`config.mk`:
```
export PLATFORM = sky130hd
export DESIGN_NAME = trisbus_reader
export DESIGN_NICKNAME = d
export VERILOG_FILES = /design/src/rtl/trisbus_pkg.sv /design/src/rtl/trisbus_reader.sv
export SDC_FILE = /design/constraint.sdc
export NUM_CORES = 1
export LEC_CHECK = 0
export ABC_CLOCK_PERIOD_IN_PS = 3100
export BUFFER_PORTS_ARGS = -buffer_cell sky130_fd_sc_hd__buf_4
export CAP_MARGIN = 20
export CORE_MARGIN = 5
export CORE_UTILIZATION = 37
export DETAILED_ROUTE_END_ITERATION = 8
export HOLD_SLACK_MARGIN = 0.1
export PLACE_DENSITY = 0.66
export SETUP_SLACK_MARGIN = 0.4
export SLEW_MARGIN = 20
export SYNTH_ARGS = -nofsm -noshare
export SYNTH_HDL_FRONTEND = slang
export SYNTH_SLANG_ARGS = --single-unit
```
`constraint.sdc`:
```
create_clock -name Clock -period 3.1 [get_ports Clock]
set_input_delay 0.775 -clock Clock [delete_from_list [all_inputs] [get_ports Clock]]
set_output_delay 0.775 -clock Clock [all_outputs]
set_load 0.02 [all_outputs]
```
`src/rtl/trisbus_pkg.sv`:
```
// Shared types and timing constants for the tristate bus read controller.
package trisbus_pkg;

    // Read-side FSM: select source, settle, capture, then a dead turnaround cycle.
    typedef enum logic [1:0] {
        IDLE   = 2'd0,
        DRIVE  = 2'd1,
        SAMPLE = 2'd2,
        TURN   = 2'd3
    } trisbus_state_t;

    // Timing of one read. The FSM is built for exactly one cycle of each;
    // these name the numbers rather than parameterize them.
    localparam int SETTLE_CYCLES = 1;
    localparam int TURN_CYCLES   = 1;

endpackage

```
`src/rtl/trisbus_reader.sv`:
```
// Read-side controller for a shared tristate data bus. Enables exactly one
// source at a time, waits a settle cycle, captures the bus, and inserts a
// dead cycle before any other source may drive.
module trisbus_reader
    import trisbus_pkg::*;
#(
    parameter  int n    = 16,
    parameter  int NSRC = 4,
    localparam int SW   = $clog2(NSRC)
) (
    input  logic            Clock,
    input  logic            Reset,
    input  logic            Rd_Req,
    input  logic [SW-1:0]   Rd_Sel,
    output logic            Busy,
    output logic [NSRC-1:0] Reg_EN,
    input  logic [n-1:0]    TrisBus,
    output logic [n-1:0]    DataOut,
    output logic            Data_Valid,
    output logic            Sel_Err
);

    // NSRC widened by one bit so an out-of-range select compares cleanly
    localparam logic [SW:0] NSRC_W = (SW+1)'(NSRC);

    trisbus_state_t  r_state;
    trisbus_state_t  w_state_nxt;
    logic [SW-1:0]   r_sel;
    logic [SW-1:0]   w_sel_nxt;
    logic [NSRC-1:0] r_reg_en;
    logic [NSRC-1:0] w_reg_en_nxt;
    logic [n-1:0]    r_data_out;
    logic            r_data_valid;
    logic            r_sel_err;
    logic            w_capture;
    logic            w_sel_ok;

    // State register
    always_ff @(posedge Clock) begin
        if (Reset) r_state <= IDLE;
        else       r_state <= w_state_nxt;
    end

    // Next state; select is latched only on acceptance so later Rd_Sel changes are ignored
    always_comb begin
        w_state_nxt = r_state;
        w_sel_nxt   = r_sel;
        case (r_state)
            IDLE: begin
                if (Rd_Req) begin
                    w_state_nxt = DRIVE;
                    w_sel_nxt   = Rd_Sel;
                end
            end
            DRIVE:   w_state_nxt = SAMPLE;
            SAMPLE:  w_state_nxt = TURN;
            TURN:    w_state_nxt = IDLE;
            default: w_state_nxt = IDLE;
        endcase
    end

    // Output decode: enables are computed from the next state so Reg_EN is a clean flop;
    // an out-of-range select matches no bit and leaves the bus floating
    always_comb begin
        w_reg_en_nxt = '0;
        w_capture    = (r_state == SAMPLE);
        w_sel_ok     = ({1'b0, r_sel} < NSRC_W);
        if (w_state_nxt == DRIVE || w_state_nxt == SAMPLE) begin
            for (int i = 0; i < NSRC; i++) begin
                w_reg_en_nxt[i] = (w_sel_nxt == i[SW-1:0]);
            end
        end
    end

    // Select latch, enables and capture; reset aborts a read without a pulse
    always_ff @(posedge Clock) begin
        if (Reset) begin
            r_sel        <= '0;
            r_reg_en     <= '0;
            r_data_out   <= '0;
            r_data_valid <= 1'b0;
            r_sel_err    <= 1'b0;
        end else begin
            r_sel        <= w_sel_nxt;
            r_reg_en     <= w_reg_en_nxt;
            r_data_valid <= w_capture;
            r_sel_err    <= w_capture & ~w_sel_ok;
            if (w_capture) r_data_out <= w_sel_ok ? TrisBus : '0;
        end
    end

    assign Busy       = (r_state != IDLE);
    assign Reg_EN     = r_reg_en;
    assign DataOut    = r_data_out;
    assign Data_Valid = r_data_valid;
    assign Sel_Err    = r_sel_err;

endmodule
```
==> summary.txt <==
Setup crit end -> Busy
Worst setup EP type -> output pin
Most common cell after layout, fill and taps aside -> buf_4
Number of global-route vias before repair -> 752
Psw -> 0.000385 W
Number of setup buffers added after CTS -> 0
Initial antenna violation count -> 0
Min Hold Slack -> 512 ps
Cts hold-fix bufs -> 0
Syn. warnings -> 0
RSZ-0062 raised after global routing -> no
Sequential area share after synthesis -> 53.3%
Die height -> 60.4 um
Post-synth top area share -> 53.3%
GRT Residual Overflow -> 0
Most used DFF post-synth -> dfxtp_1
Worst-Skew Late Latency -> 320 ps
Starting Density -> 38.3%
Post-Syn Area -> 940 um2
Switching Fraction -> 36.2%
CTS buffer count -> 3
Worst reg2reg setup slack -> 1270 ps
Final wirelength -> 1890 um
Non-Filler Instances -> 160
Top Ports -> 44
Slowest cell on crit path -> dfxtp_1
Synth Instances -> 88
Initial DRC count -> 6
Die Wd -> 60.4 um
Max Root-Sink Buffers -> 2
CTS sink cnt -> 25
Required time of the critical path -> 2320 ps
Static leakage -> 0.584 nW
Die footprint -> 0.00365 mm2
CP peak stage delay -> 370 ps
Worst IR drop on VDD -> 0.450 mV
Clock Root Buffer -> clkbuf_4
P_int -> 0.000679 W
Total core area -> 0.00245 mm2
Critical Path, Cell by Cell -> inv_1 > ha_1 > inv_1 > buf_4
DRC Markers -> 0
Total power -> 0.00106 W
Final setup TNS -> 0 ps
Clock power share -> 13.3%
Commonest non-fill, non-tap cells in the layout -> 43 x buf_4, 25 x dfxtp_1, 19 x nor2_1, 16 x mux2i_1
Ys async rst share -> 0%
Crit path max fanout -> 8
Max Slew Vio Count -> 0
Via Count -> 740
R2r startpoint -> r_state[0]
Filler instances -> 239
Pre-CTS setup slack -> 1290 ps
Avg Cell Area, Syn -> 10.7 um2
CTS tree -> done
# port buffers -> 42
Number of synthesized flops with an enable pin -> 0
CP startpoint -> r_state[0]
Achievable frequency -> 496 MHz
Final setup viols -> 0
CP Class -> reg2out
Netlist cell types -> 25
Total GRT Usage -> 11.5%
Combinational Power Share -> 47.1%
Post-CTS sizing -> 0
Pwr per Cell Area -> 821 mW/mm2
Synth area leaders -> dfxtp_1 53%, mux2i_1 17%, nor2_1 7.6%
Worst hold path type -> reg2reg
Final hold violations -> 0
FF+latch count, synth -> 25
First-pass DRT Iterations -> 3
Via density -> 4.63
Layout Skew -> 8.97 ps
Period utilization -> 65.0%
Sequential power share -> 39.6%
Routability cong. -> 0.685
H-tree depth -> 1
Critical R2R Capture -> Reg_EN[3]
DP HPWL -> 1480 um
DR WL/cell -> 11.8 um
CTS clock-pin slew for the worst setup and hold paths -> 130 ps
Area grow syn2layout -> 37.9%
Final WS setup -> 1080 ps
Final Net Count -> 154
Critical path's most frequent cell -> inv_1
Largest net degree at the start of global routing -> 25
Tmin final -> 2020 ps
ANT nets after route -> 0
Cell taking the most area after synthesis -> dfxtp_1
Outcome -> finished, final reports clean
Row count -> 18
CP Launch Type -> register
Register-to-Register Path Depth -> 6
Fraction of layout instances using a drive strength above 1 -> 40.8%
Antenna diode count -> 0
Placed cells -> 156
Total nets after synthesis -> 111
First-pass GRT wire length -> 3110 um
Max-capacitance violation count -> 0
Arrival time worst endpoint -> 1240 ps
sequential cells by signal, summed over array words and instances, names as in the netlist:
register / flops
DataOut: 16
Reg_EN: 4
r_state: 2
r_sel: 2
Data_Valid: 1
critical path, delay by kind of cell, from the launching register on:
family | cells | cell delay [ps]
buf+inv | 3 | 290
flops | 1 | 370
fa+ha+maj | 1 | 270
layer usage:
| metal | global-route usage (%) | vias to the layer above | share of wire [%] |
|---|---|---|---|
| met3 | 2.98 | 4 | 6.8 |
| met1 | 12.6 | 339 | 38 |
| met5 | 0 | - | 0 |
| met4 | 6.65 | 0 | 1.9 |
| li1 | - | 376 | - |
| met2 | 20.1 | 21 | 53 |
cells in the mapped netlist, types with 2 or more instances:
cell / n
dfxtp_1: 25
nor2_1: 19
mux2i_1: 16
inv_1: 3
clkbuf_1: 2
ha_1: 2
nor2b_1: 2
nor3b_1: 2
worst min path at each step:
stage / slack [ps] / end / cells past startpoint / start
6_report: 510 / DataOut[8] / 2 / DataOut[8]
5_1_grt: 550 / DataOut[6] / 2 / DataOut[6]
4_1_cts: 520 / DataOut[8] / 2 / DataOut[8]
3_5_place_dp: 480 / DataOut[15] / 2 / DataOut[15]
3_3_place_gp: 480 / DataOut[1] / 2 / DataOut[1]
2_1_floorplan: 480 / r_sel[0] / 2 / r_sel[0]
cells by family (layout without fill, tap and decap cells):
group | count (synthesis) | in the layout | share of synthesized area [%]
and+or+nand+nor | 30 | 30 | 16.1
DFF | 25 | 25 | 53.3
muxes | 17 | 17 | 18.5
buffers and inverters | 8 | 50 | 4.53
AOI/OAI and AO/OA | 5 | 5 | 4.53
adders and majority gates | 2 | 2 | 2.66
other | 1 | 1 | 0.399
metrics by stage:
step	utilization, %	instance area (um2)
2_1_floorplan	-	940
3_3_place_gp	51.7	1270
3_5_place_dp	51.7	1270
4_1_cts	52.8	1300
5_1_grt	52.8	1300
6_report	52.8	1300
final cells by class:
class / instances / area, um2 / share of cell area [%]
clock inverters: 1 / 5.00 / 0.386
inverters: 3 / 11.3 / 0.869
multi-input cells: 55 / 397 / 30.6
flip-flops and latches: 25 / 500 / 38.6
well taps: 30 / 37.5 / 2.90
repair buffers: 43 / 323 / 24.9
clock buffers: 3 / 22.5 / 1.74
power by group through the flow:
stage / clock, W / combinational [W] / sequential, W
5_1_grt: 0.000164 / 0.000548 / 0.000431
6_report: 0.000141 / 0.000501 / 0.000422
3_3_place_gp: 0 / 0.000499 / 0.000428
2_1_floorplan: 0 / 0.000290 / 0.000490
3_5_place_dp: 0 / 0.000507 / 0.000430
4_1_cts: 0.000147 / 0.000509 / 0.000423
(Power assumes the default switching activity.)
